==> config.mk <==
export PLATFORM = sky130hd
export DESIGN_NAME = sw_array_ctrl
export DESIGN_NICKNAME = d
export VERILOG_FILES = /design/src/rtl/sw_array_ctrl.sv
export SDC_FILE = /design/constraint.sdc
export NUM_CORES = 1
export LEC_CHECK = 0
export BUFFER_PORTS_ARGS = -buffer_cell sky130_fd_sc_hd__buf_2
export CAP_MARGIN = 5
export CORE_AREA = 5 5 403 405
export DETAILED_ROUTE_END_ITERATION = 16
export DIE_AREA = 0 0 408 410
export MAX_ROUTING_LAYER = met4
export PLACE_DENSITY = 0.3
export SLEW_MARGIN = 15
export SYNTH_ARGS = -nofsm -noshare
export SYNTH_HDL_FRONTEND = slang
export SYNTH_SLANG_ARGS = --single-unit
==> constraint.sdc <==
create_clock -name clk -period 2.3 [get_ports clk]
set_clock_uncertainty 0.2 [all_clocks]
set_input_delay 0.345 -clock clk [delete_from_list [all_inputs] [get_ports clk]]
set_output_delay 0.345 -clock clk [all_outputs]
set_load 0.03 [all_outputs]
==> src/rtl/sw_array_ctrl.sv <==
// sw_array_ctrl: sequencing controller for the Smith-Waterman PE array on bus_clk.
//
// Loads X characters from a 32-bit host stream, steps Y characters through the
// PE chain with per-PE wavefront enables, dumps every PE score to the score FIFO
// after each step, drains the wavefront once Y ends and then raises eof.
//
// Optional build macro: SW_CTRL_MAX_TRACK_EN adds max_score (running maximum of
// every score written) and one trailer word {16'h8000, max} before eof.
//
// Ports:
//   clk, rst             bus_clk, synchronous active-high reset
//   x_data/x_valid       X word (16 chars x 2 bits, char 0 in [1:0]) and valid
//   x_ready              X word accepted this cycle
//   x_loaded             all SEQ_DEPTH X chars held
//   y_char/y_valid       next Y char from the Y shift-FIFO and valid
//   y_ready              Y char consumed when y_valid && y_ready
//   y_done               Y stream closed and Y FIFOs empty
//   pe_x                 X char of PE i at [2i+1:2i]
//   pe_y                 Y char driven into PE 0
//   pe_valid             one-cycle step strobe to all PEs
//   pe_en                per-PE enable (0 holds the PE in reset)
//   score_flat           PE i score at [SCORE_W*(i+1)-1:SCORE_W*i]
//   sc_data/sc_wren      score FIFO write word (zero-extended) and strobe
//   sc_full              score FIFO full
//   eof                  end of results, held until rst
//   busy                 state is neither IDLE nor DONE
//   max_score            (SW_CTRL_MAX_TRACK_EN only) running maximum score
module sw_array_ctrl #(
    parameter int SEQ_DEPTH = 50,
    parameter int SCORE_W   = 16,
    parameter int CNT_W     = 16
) (
    input  logic                         clk,
    input  logic                         rst,
    input  logic [31:0]                  x_data,
    input  logic                         x_valid,
    output logic                         x_ready,
    output logic                         x_loaded,
    input  logic [1:0]                   y_char,
    input  logic                         y_valid,
    output logic                         y_ready,
    input  logic                         y_done,
    output logic [2*SEQ_DEPTH-1:0]       pe_x,
    output logic [1:0]                   pe_y,
    output logic                         pe_valid,
    output logic [SEQ_DEPTH-1:0]         pe_en,
    input  logic [SCORE_W*SEQ_DEPTH-1:0] score_flat,
    output logic [31:0]                  sc_data,
    output logic                         sc_wren,
    input  logic                         sc_full,
    output logic                         eof,
    output logic                         busy
`ifdef SW_CTRL_MAX_TRACK_EN
    ,
    output logic [SCORE_W-1:0]           max_score
`endif
);

    typedef enum logic [2:0] {
        S_IDLE,
        S_WAIT_Y,
        S_DRAIN,
        S_SETTLE,
        S_DUMP,
        S_DONE,
        S_MAXW
    } state_t;

    localparam logic [CNT_W-1:0]     L_D    = CNT_W'(SEQ_DEPTH);
    localparam logic [CNT_W-1:0]     L_LAST = CNT_W'(SEQ_DEPTH - 1);
    localparam logic [SEQ_DEPTH-1:0] L_ONE  = SEQ_DEPTH'(1);
`ifdef SW_CTRL_MAX_TRACK_EN
    localparam state_t L_END = S_MAXW;
`else
    localparam state_t L_END = S_DONE;
`endif

    state_t                 r_state, w_next;
    logic                   r_x_ready, r_x_loaded, r_pe_valid, r_drain;
    logic [2*SEQ_DEPTH-1:0] r_pe_x, w_new_x;
    logic [1:0]             r_pe_y;
    logic [SEQ_DEPTH-1:0]   r_pe_en;
    logic [CNT_W-1:0]       r_xi, r_step, r_dc, r_di, w_xi_next;
    logic [SCORE_W-1:0]     w_score;
    logic                   w_x_acc, w_x_last, w_y_acc, w_drain_step, w_wr;
`ifdef SW_CTRL_MAX_TRACK_EN
    logic [SCORE_W-1:0]     r_max;
`endif

    assign w_x_acc      = r_state == S_IDLE && r_x_ready && x_valid;
    assign w_xi_next    = r_xi + CNT_W'(16);
    assign w_x_last     = w_x_acc && w_xi_next >= L_D;
    assign w_y_acc      = r_state == S_WAIT_Y && y_valid;
    assign w_drain_step = r_state == S_DRAIN && r_dc < L_D;
    assign w_wr         = r_state == S_DUMP && !sc_full;
    assign w_score      = SCORE_W'(score_flat >> (r_di * SCORE_W));

    // Each PE slot picks its char out of the incoming word when it falls inside
    // the 16-char window starting at xi; slots past SEQ_DEPTH simply do not exist.
    for (genvar g = 0; g < SEQ_DEPTH; g++) begin : g_x
        logic [CNT_W-1:0] w_off;
        assign w_off = CNT_W'(g) - r_xi;
        assign w_new_x[2*g +: 2] = (r_xi <= CNT_W'(g) && w_off < CNT_W'(16)) ?
                                   2'(x_data >> {w_off[3:0], 1'b0}) : r_pe_x[2*g +: 2];
    end

    always_comb begin
        w_next  = r_state;
        y_ready = 1'b0;
        sc_wren = 1'b0;
        sc_data = '0;
        case (r_state)
            S_IDLE:   w_next = w_x_last ? S_WAIT_Y : S_IDLE;
            S_WAIT_Y: begin
                y_ready = 1'b1;
                w_next  = y_valid ? S_SETTLE : y_done ? S_DRAIN : S_WAIT_Y;
            end
            S_DRAIN:  w_next = w_drain_step ? S_SETTLE : L_END;
            S_SETTLE: w_next = S_DUMP;
            S_DUMP: begin
                sc_wren = w_wr;
                sc_data = w_wr ? 32'(w_score) : '0;
                w_next  = (w_wr && r_di == L_LAST) ? (r_drain ? S_DRAIN : S_WAIT_Y) : S_DUMP;
            end
`ifdef SW_CTRL_MAX_TRACK_EN
            S_MAXW: begin
                sc_wren = !sc_full;
                sc_data = sc_full ? '0 : {16'h8000, 16'(r_max)};
                w_next  = sc_full ? S_MAXW : S_DONE;
            end
`endif
            S_DONE:   w_next = S_DONE;
            default:  w_next = S_IDLE;
        endcase
    end

    always_ff @(posedge clk) begin
        if (rst) begin
            r_state    <= S_IDLE;
            r_x_ready  <= 1'b0;
            r_x_loaded <= 1'b0;
            r_pe_valid <= 1'b0;
            r_drain    <= 1'b0;
            r_pe_x     <= '0;
            r_pe_y     <= '0;
            r_pe_en    <= '0;
            r_xi       <= '0;
            r_step     <= '0;
            r_dc       <= '0;
            r_di       <= '0;
`ifdef SW_CTRL_MAX_TRACK_EN
            r_max      <= '0;
`endif
        end else begin
            r_state    <= w_next;
            r_x_ready  <= w_next == S_IDLE;
            r_x_loaded <= r_x_loaded | w_x_last;
            r_pe_valid <= w_y_acc | w_drain_step;
            r_di       <= r_state == S_SETTLE ? '0 : w_wr ? r_di + CNT_W'(1) : r_di;
            if (w_x_acc) begin
                r_pe_x <= w_new_x;
                r_xi   <= w_xi_next;
            end
            if (w_y_acc)
                r_pe_y <= y_char;
            // Shifting by step >= SEQ_DEPTH yields zero, so no bit is set once saturated.
            if (w_y_acc || w_drain_step) begin
                r_pe_en <= (r_pe_en & ~(w_drain_step ? L_ONE << r_dc : '0)) | (L_ONE << r_step);
                r_step  <= r_step == L_D ? r_step : r_step + CNT_W'(1);
            end
            if (w_drain_step)
                r_dc <= r_dc + CNT_W'(1);
            if (r_state == S_WAIT_Y && !y_valid && y_done)
                r_drain <= 1'b1;
`ifdef SW_CTRL_MAX_TRACK_EN
            if (w_wr && w_score > r_max)
                r_max <= w_score;
`endif
        end
    end

    assign x_ready  = r_x_ready;
    assign x_loaded = r_x_loaded;
    assign pe_x     = r_pe_x;
    assign pe_y     = r_pe_y;
    assign pe_valid = r_pe_valid;
    assign pe_en    = r_pe_en;
    assign eof      = r_state == S_DONE;
    assign busy     = r_state != S_IDLE && r_state != S_DONE;
`ifdef SW_CTRL_MAX_TRACK_EN
    assign max_score = r_max;
`endif

endmodule

== After elaboration in Yosys (flattened, before gate mapping) ==
Index checks and enable logic that the tools add are counted.

* Register bits after elaboration: 223
* Word-level logic and storage cells: 414

* Shifts and indexed selects: 53
* Bitwise logic cells: 6
* Multiplexer cells: 12
* Add/subtract/negate cells: 54
* Equality and inequality tests: 8
* Reduce and logical (&&, ||, !) cells: 118
* Magnitude comparators: 102

{| class="wikitable"
|+ Operators with widths
! kind !! count
|-
| right shift 32 x 5 -> 2 bit || 50
|-
| less-than comparator 16 x 5 -> 1 bit, second input constant || 50
|-
| right shift 800 x 20 -> 16 bit || 1
|-
| <= comparator 16 x 6 -> 1 bit, second input constant || 18
|-
| subtractor 6 x 16 -> 16 bit, first input constant || 18
|-
| <= comparator 16 x 5 -> 1 bit, second input constant || 16
|-
| subtractor 5 x 16 -> 16 bit, first input constant || 16
|-
| <= comparator 16 x 4 -> 1 bit, second input constant || 8
|-
| subtractor 4 x 16 -> 16 bit, first input constant || 8
|-
| AND reduction 2 bit || 51
|-
| left shift 1 x 16 -> 50 bit, first input constant || 2
|-
| <= comparator 16 x 3 -> 1 bit, second input constant || 4
|-
| subtractor 3 x 16 -> 16 bit, first input constant || 4
|-
| logical AND 1 bit || 60
|-
| bitwise AND 50 bit || 1
|-
| two-way mux 50 bit || 1
|-
| inverter 50 bit || 1
|-
| OR 50 bit || 1
|-
| adder 16 x 1 -> 16 bit, second input constant || 3
|-
| == test 16 x 6 -> 1 bit, second input constant || 2
|-
| <= comparator 16 x 1 -> 1 bit, second input constant || 2
|-
| <= comparator 16 x 2 -> 1 bit, second input constant || 2
|-
| two-way mux 16 bit || 2
|-
| subtractor 1 x 16 -> 16 bit, first input constant || 2
|-
| other kinds (19) || 30
|}

== Longest topological paths before layout ==
Gate-level depths: netlist of run 1.

* Depth in word-level cells: 7
* Gate-level depth with buffers: 10
* Gate-level depth less buffers: 8

== Least setup slack after synthesis of run 1 ==
Ideal clock, no wire load.

* Kind: reg-to-output
* Start point: register r_di[0]
* End point: output sc_data[0]
* Cell stages (with the launch flop): 10
* Path buffers: 5
* Arrival time: 2.495 ns
* Data required time: 1.755 ns
* Path slack: -0.740 ns
* Path through: dfxtp_1 clkbuf_1 buf_2 buf_2 buf_4 buf_4 mux2i_1 o221ai_1 o22ai_1 a311oi_1

* Word-level cells in the longest chain between the ends: 3

{| class="wikitable"
|+ Ends and longest elaborated chain
! element !! line !! text
|-
| start, declared || 83 || <nowiki>logic [CNT_W-1:0] r_xi, r_step, r_dc, r_di, w_xi_next;</nowiki>
|-
| start signal, assigned || 159 || <nowiki>r_di <= r_state == S_SETTLE ? '0 : w_wr ? r_di + CNT_W'(1) : r_di;</nowiki>
|-
| right shift 800 x 20 -> 16 bit || 96 || <nowiki>assign w_score = SCORE_W'(score_flat >> (r_di * SCORE_W));</nowiki>
|-
| two-way mux 16 bit || 122 || <nowiki>sc_data = w_wr ? 32'(w_score) : '0;</nowiki>
|-
| two-way mux 16 bit || 112 || <nowiki>case (r_state)</nowiki>
|-
| end, declared || 48 || <nowiki>output logic [31:0] sc_data,</nowiki>
|}

Every way passes these cells.

== Worst setup path after layout of run 1 ==
* Start point: register r_di[0]
* End point: output sc_data[15]

The elaborated chain is that of the path after synthesis.

==> results of run 1 <==
cells in the final DEF, fill, tap and decap left out, types with 13 or more instances in the layout:
master and instances:
nand3_1 21, clkbuf_16 36, buf_8 18, nor2_1 179
dlygate4sd3_1 37, buf_2 994, a221oi_2 19, mux2i_4 34
o21ai_0 76, xnor2_1 23, o21ai_1 41, mux2i_2 13
xor2_1 19, buf_12 49, mux4_2 184, buf_6 67
nand2_1 91, buf_4 265, nand4_1 17, and3_4 13
nor2b_1 63, nor3_1 16, dfxtp_1 209, diode_2 19
mux2i_1 131, o21ai_2 15, a21oi_1 19, conb_1 16
layout make-up:
class,count,share of cell area [%]
timing repair buffer,1446,32.3
antenna,19,0.157
clock buffer,46,2.96
inverter,12,0.191
tap,2072,8.58
multi-input combinational,1208,41.0
sequential,219,14.6
clock inverter,7,0.236
cell families after synthesis:
kind of cell | count (synthesis)
adders and majority gates | 12
xor gates and xnor gates | 43
other | 1
buffers and inverters | 157
DFF | 219
and+or+nand+nor | 517
muxes | 364
AOI/OAI and AO/OA | 256
repair_timing:
item / 4_1_cts / 5_1_grt
buffers inserted: 47 / 31
hold buffers: 37 / 0
endpoints found under the hold margin: 105 / 0
setup endpoints to repair: 146 / 174
gates resized for setup: 292 / 174
pin swaps: 49 / 72
gates cloned: 14 / 4
cell usage after synthesis (3+ instances only):
cell type / count
a2111oi_0: 3
a211oi_1: 7
a21oi_1: 27
a221oi_1: 26
a22oi_1: 8
a31oi_1: 14
and2_1: 5
and3_1: 20
buf_1: 13
buf_2: 28
buf_4: 29
clkbuf_1: 73
dfxtp_1: 219
ha_1: 12
inv_1: 9
inv_2: 3
mux2i_1: 178
mux4_2: 184
nand2_1: 100
nand2b_1: 8
nand3_1: 28
nand3b_1: 4
nand4_1: 17
nor2_1: 185
nor2b_1: 67
nor3_1: 20
nor3_2: 3
nor3b_1: 4
nor4_1: 13
o21ai_0: 130
o21ai_1: 5
o221ai_1: 10
o22ai_1: 11
o31ai_1: 4
or2_2: 5
or3_1: 13
or4_1: 4
xnor2_1: 23
xor2_1: 20
metrics by stage:
| stage | instance area (um^2) | setup TNS, ns | total power [mW] |
|---|---|---|---|
| after floorplan | 16300 | -2.23 | 4.90 |
| after global placement | 26000 | -30.44 | 6.43 |
| after detailed placement | 26000 | -27.68 | 6.43 |
| after CTS | 29500 | -22.67 | 11.6 |
| after global routing | 30200 | -26.77 | 11.9 |
| final | 30200 | -18.32 | 11.3 |
flip-flops by register name (all words and copies together), names as in the netlist, 2 cells and up:
| signal | flops |
|---|---|
| pe_y | 2 |
| r_step | 16 |
| r_xi | 12 |
| pe_en | 50 |
| r_di | 16 |
| r_state | 3 |
| r_dc | 16 |
| pe_x | 100 |
power by group through the flow:
stage / clock [mW] / sequential, mW / combinational (mW)
detailed placement: 0 / 3.99 / 2.43
CTS: 4.97 / 3.91 / 2.71
finish: 4.71 / 3.92 / 2.71
global placement: 0 / 3.99 / 2.43
global route: 5.10 / 3.92 / 2.89
floorplan: 0 / 4.12 / 0.776
tightest hold or removal path: cells and delay by family:
family                 cells  cell delay (ns)
AND/OR/NAND/NOR            3             0.24
XOR/XNOR                   1             0.14
buffers and inverters      1             0.10
layer usage:
layer	up-vias	routed length [um]
li1	8680	-
met1	9847	60300
met2	688	68000
met3	104	7460
met4	0	2210
met5	-	0
worst min-delay path by stage:
stage,from,to,slack [ns],depth (start not counted)
2_1_floorplan,r_dc[10],r_dc[10],0.24,1
3_3_place_gp,x_loaded,x_loaded,0.24,2
3_5_place_dp,x_loaded,x_loaded,0.24,2
4_1_cts,x_valid,r_xi[13],0.05,5
5_1_grt,x_valid,r_xi[13],0.12,5
6_report,x_valid,r_xi[13],0.09,5
==> summary.md, run 1 <==
| Metric | Value |
|---|---|
| Status | `complete, but fails checks` |
| Failing checks | `negative setup slack` |
| Logic pwr share | `between 20% and 30%` |
| Final cell count without fillers | `between 5000 and 6000` |
| Initial antenna violation count | `between 50 and 60` |
| Critical setup path kind | `register to primary output` |
| FMAX | `between 200 and 300 MHz` |
| Switching power | `~3.4 mW` |
| Crit path DAT | `around 3.0 ns` |
| Synth Instances | `~1600` |
| Top cell type by total area after synthesis | `dfxtp_1` |
| Antenna Nets Post-Route | `0` |
| Final Cycle Share | `153%` |
| Die Y | `410 um` |
| WL per Instance | `between 20 and 30 um` |
| Critical Path End Type | `primary output` |
| Post-DP HPWL | `between 100 and 150 mm` |
| Met2 Usage GRT | `around 27%` |
| Area of the core | `between 150000 and 200000 um^2` |
| Pwr/cell area | `between 300 and 400 nW/um^2` |
| Dpl cells | `roughly 4900` |
| Area contributors post-synth | `dfxtp_1 28%, mux4_2 26%, mux2i_1 11%, nor2_1 4.4%, o21ai_0 4.1%` |
| Clk pwr share | `41.5%` |
| Top_reg_cell synth | `dfxtp_1` |
| Synth Area in Compound Gates | `9.93%` |
| Worst path required time | `1.75 ns` |
| First-pass GRT wire length | `approximately 180 mm` |
| R2r endpoint | `r_di[14]` |
| WP buf/inv | `5` |
| Yosys cell types | `69` |
| RD Place Congestion | `roughly 0.97` |
| R2R depth | `7` |
| Max-slew violation count | `0` |
| Fill cell count | `roughly 18000` |
| Crit path max fanout | `5` |
| Nets | `approximately 3800` |
| Seq/Total Area, Yosys | `between 20% and 30%` |
| CTS tree | `built` |
| Pleak | `~12 nW` |
| EDFF count, synth | `0` |
| Top-area cell type share of the netlist area | `between 20% and 30%` |
| #FFs+latches synth | `about 220` |
| Worst R2R Setup Slack | `-0.19 ns` |
| Iter 0 DRT Violations | `about 1300` |
| Hold crit path type | `input port to register` |
| Async SR Flop Fraction | `0%` |
| R2R Path Start | `r_state[1]` |
| Largest net degree at the start of global routing | `50` |
| Layout area overhead | `91.7%` |
| Switch share | `roughly 30%` |
| DR vias | `slightly below 20000` |
| Placement Setup Slack | `-1.18 ns` |
| Delay of the slowest critical-path stage | `between 0.5 and 0.6 ns` |
| I/O Buffers | `1014` |
| M3 GR Usage | `under 10%` |
| Clock Pin Slew Worst Setup and Hold Paths | `0.06 ns` |
| Post-Synth Simple-Gate Area | `between 15 and 20%` |
| Fraction of layout cells with a size suffix above 1 | `between 60% and 70%` |
| Slew @ Worst Pin | `a little under 0.6 ns` |
| Maximum vdd ir drop | `between 0.5 and 0.6 mV` |
| Crit path launch type | `register` |
| Pre-Repair DR Iteration Count | `5` |
| Final Hold Fails | `0` |
| Area of the multi-input gates | `roughly 12000 um^2` |
| Drt drc | `0` |
| Die boundary width | `a little over 400 um` |
| Critical path's slowest cell | `mux4_2` |
| Sequential Power Share | `34.5%` |
| Crit path to | `sc_data[15]` |
| Final WS setup | `-1.22 ns` |
| Cell Rows | `between 100 and 150` |
| Mux share of post-synthesis cell area | `between 30% and 40%` |
| Vias in the first global route | `between 20000 and 25000` |
| Period minus WS final | `roughly 3.5 ns` |
| Power Internal | `approximately 8 mW` |
| Fin Hold WS | `approximately 0.089 ns` |
| Xor/xnor share of the synthesized area | `between 2 and 2.5%` |
| Grt ovf | `0` |
| Yosys Warn Count | `0` |
| Synth Area in Adders | `less than 1%` |
| Final cell utilization of the core | `between 10% and 20%` |
| Clock root buffer | `clkbuf_16` |
| Final setup viols | `36` |
| CTS buffer count | `31` |
| Sink Count | `approximately 220` |
| RSZ-0062 raised after global routing | `true` |
| Storage cell area | `about 4400 um^2` |
| Syn_area_per_cell | `10.0 um^2` |
| Relative slew slack | `roughly three fifths` |
| Total Routing Usage GR | `16.1%` |
| M1 GR Usage | `a little over a fifth` |
| Largest family of logic cells by synthesized area | `multiplexers` |
| Synthesized area | `between 15000 and 20000 um^2` |
| Gr busiest metal | `met2` |
| Crit. path cell count | `10` |
| Worst path cell trace | `buf_12 -> buf_8 -> buf_12 -> buf_6 -> mux4_2 -> o22ai_4 -> a211oi_4 -> o21ai_4 -> a31oi_4 -> buf_6` |
| Max Cap Viol | `0` |
| Max Buffers Root-to-Sink | `3` |
| Via density | `slightly below 4` |
| Htree depth | `1` |
| Worst setup startpoint | `r_di[0]` |
| Starting density of the core | `9.97%` |
| DRT Wirelength | `138 mm` |
| Die area | `167000 um^2` |
| Worst path top cell family by delay | `buffers and inverters` |
| Io pins | `just over 1000` |
| Clock Latency Late Sink | `0.59 ns` |
Note: power is estimated with default switching activity, not from simulation.
==> run 2: changes to the inputs <==
ABC_AREA = 1   (was not set)
CORE_AREA = 5 5 404 406   (was 5 5 403 405)
DIE_AREA = 0 0 409 411   (was 0 0 408 410)
==> run 2 against run 1 <==
Largest cell class unchanged. Maximum frequency is 0.88% higher. The flow still finishes with violations (negative setup slack). Via count up 48%. Largest power group is now combinational cells. Critical path type unchanged. Sequential power rose by 6.6%.
==> summary.md, run 2 <==
| Metric | Value |
|---|---|
| Layout area overhead | `75.8%` |
| Status | `complete, but fails checks` |
| CTS tree | `built` |
| Pwr/cell area | `between 500 and 600 nW/um^2` |
| Crit path launch type | `register` |
| Failing checks | `negative setup slack` |
| Relative slew slack | `between 60 and 70%` |
| Clk pwr share | `roughly 28%` |
| Seq/Total Area, Yosys | `a little under a quarter` |
| Synthesized area | `19200 um^2` |
| Switching power | `around 7.5 mW` |
| Fraction of layout cells with a size suffix above 1 | `just over 40%` |
| Switch share | `41.2%` |
| Vias in the first global route | `~29000` |
| Clock Pin Slew Worst Setup and Hold Paths | `around 0.06 ns` |
| Area contributors post-synth | `dfxtp_1 23%, nor2_1 15%, nand2_1 14%, o21ai_0 10%, nand3_1 5.2%` |
| Final cell count without fillers | `between 6000 and 7000` |
| Max Cap Viol | `0` |
| Iter 0 DRT Violations | `around 1700` |
| Io pins | `around 1000` |
| FMAX | `~290 MHz` |
| Largest net degree at the start of global routing | `87` |
| Commonest non-fill, non-tap cell in the layout | `buf_2` |
| Most used cell, CP | `buf_4` |
| Max Buffers Root-to-Sink | `3` |
| #FFs+latches synth | `between 200 and 250` |
| Sequential Power Share | `a little under a quarter` |
| EDFF count, synth | `0` |
| Dpl cells | `6742` |
| Max reg flops | `100` |
| Total Routing Usage GR | `between 10% and 20%` |
| Critical setup path kind | `register to primary output` |
| Final Hold Fails | `0` |
| Htree depth | `1` |
| Die Y | `411 um` |
| RD Place Congestion | `a little under 1` |
| Syn_area_per_cell | `around 5.5 um^2` |
| Initial antenna violation count | `between 50 and 60` |
| Critical path's slowest cell | `dfxtp_4` |
| Grt ovf | `0` |
| DR vias | `around 29000` |
| Pleak | `roughly 16 nW` |
| Logic pwr share | `just under 50%` |
| Die boundary width | `slightly above 400 um` |
| Most frequent cells in the layout | `996 x buf_2, 687 x nor2_1, 661 x nand2_1` |
| Async SR Flop Fraction | `0%` |
| Yosys Warn Count | `0` |
| Top cell type by total area after synthesis | `dfxtp_1` |
| Crit path max fanout | `23` |
| DP Area | `approximately 30000 um^2` |
| Worst path required time | `~1.8 ns` |
| Max-slew violation count | `0` |
| Top_reg_cell synth | `dfxtp_1` |
| Post-DP HPWL | `between 100 and 150 mm` |
| DRT Wirelength | `around 160 mm` |
| Drt drc | `0` |
| Power Internal | `about 11 mW` |
| Yosys cell types | `39` |
| Final setup viols | `approximately 110` |
| Delay of the slowest critical-path stage | `around 0.50 ns` |
| Design area | `between 30000 and 40000 um^2` |
| Hold crit path type | `input port to register` |
| I/O Buffers | `around 1000` |
| Via density | `between 4 and 5` |
| Synth Instances | `approximately 3500` |
| Worst Min Path Start | `x_data[28]` |
| Top-area cell type share of the netlist area | `between 20% and 30%` |
| Clock Latency Late Sink | `~0.6 ns` |
| R2R Path Start | `r_di[0]` |
| Antenna Nets Post-Route | `0` |
| Starting density of the core | `roughly an eighth` |
| Final Cycle Share | `152%` |
| Slew @ Worst Pin | `0.506 ns` |
| Period minus WS final | `around 3.5 ns` |
| Cell Rows | `between 100 and 150` |
| Worst path cell trace | `inv_16 -> buf_4 -> buf_12 -> o21ai_0 -> o22ai_1 -> nand2_1 -> nand3_1 -> a21oi_2 -> nor2_4 -> buf_4` |
| Sink Count | `~220` |
| Nets | `5638` |
| Area of the core | `between 150000 and 200000 um^2` |
| CTS buffer count | `31` |
| Crit path DAT | `between 2 and 3 ns` |
| Worst setup startpoint | `r_di[0]` |
| WL per Instance | `approximately 23 um` |
| Final cell utilization of the core | `between 20% and 30%` |
| Most frequent cell after synthesis | `nor2_1` |
| Commonest cells post-synth | `761 x nor2_1, 740 x nand2_1, 388 x o21ai_0` |
| Critical Path End Type | `primary output` |
| Pre-Repair DR Iteration Count | `5` |
| Final WS setup | `-1.19 ns` |
| RSZ-0062 raised after global routing | `true` |
| First-pass GRT wire length | `218 mm` |
| Maximum vdd ir drop | `about 0.52 mV` |
| Die area | `between 150000 and 200000 um^2` |
| Clock root buffer | `clkbuf_16` |
[run 2: logic make-up after synthesis]
family                   count (synthesis)  share of synthesized area, %
XOR/XNOR                                26                          1.19
adder cells (fa/ha/maj)                 12                         0.783
AND/OR/NAND/NOR                       1958                          43.5
buffers and inverters                  548                          12.2
other                                    1                        0.0196
AO/OA/AOI/OAI                          694                          19.4
flip-flops                             219                          22.9
[run 2: layer usage]
metal,routed length [um],track usage [%]
met1,62800,20.2
met4,4960,5.00
met3,6680,2.04
met2,86500,35.0
met5,0,-
[run 2: path summary, 6_finish.rpt]
kind	cells after the start	to	slack [ns]
max reg2reg	13	r_di[14]	-0.16
min reg2reg	2	r_dc[12]	0.23
max	10	sc_data[6]	-1.19
min	5	pe_x[92]	0.03
[run 2: power by group through the flow]
stage,Sequential (mW),Combinational [mW],Clock [mW]
floorplan,4.22,3.97,0
global placement,4.23,8.00,0
detailed placement,4.23,7.97,0
CTS,4.17,8.62,5.30
global route,4.21,9.84,5.42
finish,4.18,9.00,5.06
[run 2: final cells by class]
type	count	area, um^2
inverter	288	1130
multi-input combinational	2706	13700
clock inverter	14	176
fill	18700	126000
tap	2086	2610
clock buffer	43	881
timing repair buffer	1539	10700
sequential	219	4410
antenna	33	82.6
timing repair inverter	1	8.76
[run 2: timing repair]
| item | CTS | global route |
|---|---|---|
| endpoints found under the setup margin | 130 | 149 |
| hold buffers | 36 | 0 |
| gates resized for setup | 241 | 241 |
| setup buffers | 21 | 24 |
| hold endpoints to repair | 82 | 0 |
| pin swaps | 50 | 113 |
| cloned | 11 | 11 |
[run 2: metrics by stage]
step | hold slack (ns) | setup slack (ns) | total power, mW | setup TNS (ns)
6_report | 0.0326 | -1.19 | 18.2 | -22.40
5_1_grt | 0.0661 | -1.31 | 19.5 | -36.41
4_1_cts | 0.00295 | -1.28 | 18.1 | -20.15
3_5_place_dp | 0.216 | -1.10 | 12.2 | -28.71
3_3_place_gp | 0.213 | -1.07 | 12.2 | -30.07
2_1_floorplan | 0.203 | -0.0333 | 8.19 | -0.0819
[run 2: critical path: cells and delay by family, from the launching register on]
family	cells	cell delay (ns)
compound gates	3	0.88
buf+inv	4	0.63
flops	1	0.50
simple gates	3	0.33
==> run 3: changes to the inputs <==
CORE_AREA = 5 5 399 401   (was 5 5 404 406)
CTS_BUF_LIST = sky130_fd_sc_hd__clkbuf_4 sky130_fd_sc_hd__clkbuf_8   (was not set)
DIE_AREA = 0 0 404 406   (was 0 0 409 411)
GPL_TIMING_DRIVEN = 0   (was not set)
==> run 3 against run 2 <==
The flow still finishes with violations (negative setup slack). Register-to-register slack better by 0.03 ns. Core utilization about the same. Clock-buffer cell count up 28. Flip-flop and latch count unchanged. Power down 0.38%. First-iteration DRC count up 39%. Worst setup slack worse by 0.33 ns. Largest power group unchanged. Non-clock buffer count down 127. Final cell count down 1.5%.
==> summary.md, run 3 (synthesis results as in run 2) <==
| Metric | Value |
|---|---|
| Status | `complete, but fails checks` |
| Failing checks | `negative setup slack` |
| Cell Rows | `~150` |
| Clock root buffer | `clkbuf_8` |
| R2R Path Start | `r_xi[5]` |
| Nets | `around 5500` |
| Crit path DAT | `roughly 3.3 ns` |
| Commonest non-fill, non-tap cell in the layout | `buf_2` |
| Final WS setup | `-1.51 ns` |
| DR vias | `29700` |
| CTS buffer count | `46` |
| Period minus WS final | `around 3.8 ns` |
| Total power draw | `~18 mW` |
| Layout area overhead | `70.9%` |
| Final setup viols | `109` |
| I/O Buffers | `between 1000 and 1500` |
| Pwr/cell area | `approximately 550 nW/um^2` |
| R2R depth | `16` |
| Area of the multi-input gates | `between 10000 and 15000 um^2` |
| DP Area | `27000 um^2` |
| Starting density of the core | `12.3%` |
| Max reg flops | `100` |
| Pleak | `15.1 nW` |
| Max-slew violation count | `0` |
| Critical setup path kind | `register to primary output` |
| Htree depth | `2` |
| Clock Pin Slew Worst Setup and Hold Paths | `~0.060 ns` |
| Crit path launch type | `register` |
| Initial antenna violation count | `between 100 and 150` |
| Design area | `approximately 33000 um^2` |
| Vias in the first global route | `between 20000 and 30000` |
| R2r endpoint | `pe_x[12]` |
| Crit path max fanout | `10` |
| Total Routing Usage GR | `between 20% and 30%` |
| Storage cell area | `~4400 um^2` |
| Io pins | `between 1000 and 1500` |
| Largest net degree at the start of global routing | `14` |
| Maximum vdd ir drop | `approximately 0.43 mV` |
| Die area | `about 160000 um^2` |
| Fill cell count | `approximately 18000` |
| Worst path top cell family by delay | `compound AO/OA/AOI/OAI gates` |
| Die Y | `between 400 and 500 um` |
| Post-DP HPWL | `roughly 170 mm` |
| WL per Instance | `~29 um` |
| CTS tree | `built` |
| Relative slew slack | `just under 20%` |
| Via density | `4.35` |
| RD Place Congestion | `0.947` |
| DRT Wirelength | `slightly below 200 mm` |
| FMAX | `between 200 and 300 MHz` |
| Pre-Repair DR Iteration Count | `5` |
| RSZ-0062 raised after global routing | `true` |
| WP buf/inv | `6` |
| Most used cell, CP | `buf_12` |
| Delay of the slowest critical-path stage | `about 0.44 ns` |
| Final Cycle Share | `166%` |
| Worst R2R Setup Slack | `-0.13 ns` |
| Fraction of layout cells with a size suffix above 1 | `just over 40%` |
| Critical Path End Type | `primary output` |
| Worst Min Path Start | `x_valid` |
| Slew @ Worst Pin | `1.20 ns` |
| First-pass GRT wire length | `between 200 and 300 mm` |
| Hold crit path type | `input port to register` |
| Area of the core | `between 150000 and 200000 um^2` |
| Sink Count | `~220` |
| Worst path required time | `between 1.5 and 2 ns` |
| Clock Latency Late Sink | `0.65 ns` |
| Antenna Nets Post-Route | `0` |
| Max Buffers Root-to-Sink | `3` |
| Most frequent cells in the layout | `1018 x buf_2, 667 x nor2_1, 649 x nand2_1` |
| Die boundary width | `404 um` |
| Grt ovf | `0` |
| Worst Hold Depth | `5` |
| Iter 0 DRT Violations | `~2400` |
| Max Cap Viol | `0` |
| Hold endpoint | `r_xi[15]` |
| Worst path cell trace | `buf_12 -> inv_8 -> bufbuf_16 -> buf_16 -> buf_12 -> o21ai_2 -> a21oi_1 -> nor2_1 -> nand3_1 -> a21oi_4 -> nor2_4 -> buf_6` |
| Critical path's slowest cell | `o21ai_2` |
| Final Hold Fails | `0` |
| Placement Setup Slack | `-2.38 ns` |
| Drt drc | `0` |
-- run 3: cell types whose count changed in the layout (fill, tap and decap cells not counted), sizes merged --
cell	before	now
buf	1486	1250
clkbuf	55	194
diode	33	60
clkinv	10	6
bufbuf	5	2
inv	288	285
clkdlybuf4s15	0	2
bufinv	3	4
dlygate4sd3	36	35
-- run 3: worst max path at each step --
stage,start,endpoint,slack [ns],depth (start not counted)
final,r_di[0],sc_data[3],-1.51,12
after CTS,r_di[0],sc_data[3],-1.66,13
after detailed placement,r_di[0],sc_data[1],-2.38,11
after global placement,r_di[0],sc_data[9],-2.46,11
after global routing,r_di[0],sc_data[3],-1.55,14
after floorplan,r_di[0],sc_data[12],-0.03,12
-- run 3: stage by stage --
| step | hold WS, ns | cells | TNS [ns] | util (%) |
|---|---|---|---|---|
| after CTS | 0.0129 | 6729 | -28.14 | 19.8 |
| after detailed placement | 0.213 | 6546 | -124.92 | 17.4 |
| after floorplan | 0.203 | 3473 | -0.0819 | - |
| after global placement | 0.211 | 6544 | -124.79 | 17.4 |
| final | 0.0759 | 6823 | -26.73 | 21.1 |
| after global routing | 0.0696 | 6813 | -38.76 | 21.1 |
-- run 3: area by class of cell --
class | count | share of cell area (%)
diodes | 60 | 0.458
plain buffers | 255 | 6.73
clock buffers | 71 | 2.72
clock inverters | 9 | 0.493
inverters | 288 | 3.53
multi-input cells | 2706 | 44.0
flip-flops and latches | 219 | 13.5
well taps | 2058 | 7.86
repair buffers | 1157 | 20.8
-- run 3: repair_timing --
action                                  4_1_cts  5_1_grt
endpoints found under the setup margin      204      162
endpoints found under the hold margin        91        0
cloned                                        8        6
gates resized for setup                     505      472
pin swaps                                    60      172
hold buffers                                 35        0
buffers inserted                             62       31
-- run 3: routing by layer --
| metal | vias up | GRT usage, % | wire length (um) |
|---|---|---|---|
| li1 | 13800 | - | - |
| met1 | 14300 | 25.0 | 74300 |
| met2 | 1264 | 42.5 | 103000 |
| met3 | 370 | 3.30 | 10300 |
| met4 | 0 | 11.8 | 11300 |
| met5 | - | - | 0 |
-- run 3: power by group --
part           switching, mW  total [mW]  internal (mW)
clock network           2.02        4.94           2.91
registers              0.213        4.17           3.96
logic                   5.68        9.06           3.38
total                   7.92        18.2           10.3
-- run 3: tightest hold or removal path, delay by kind of cell --
| family | cells | cell delay [ns] |
|---|---|---|
| simple gates | 1 | 0.18 |
| buf+inv | 2 | 0.16 |
| compound gates | 2 | 0.16 |
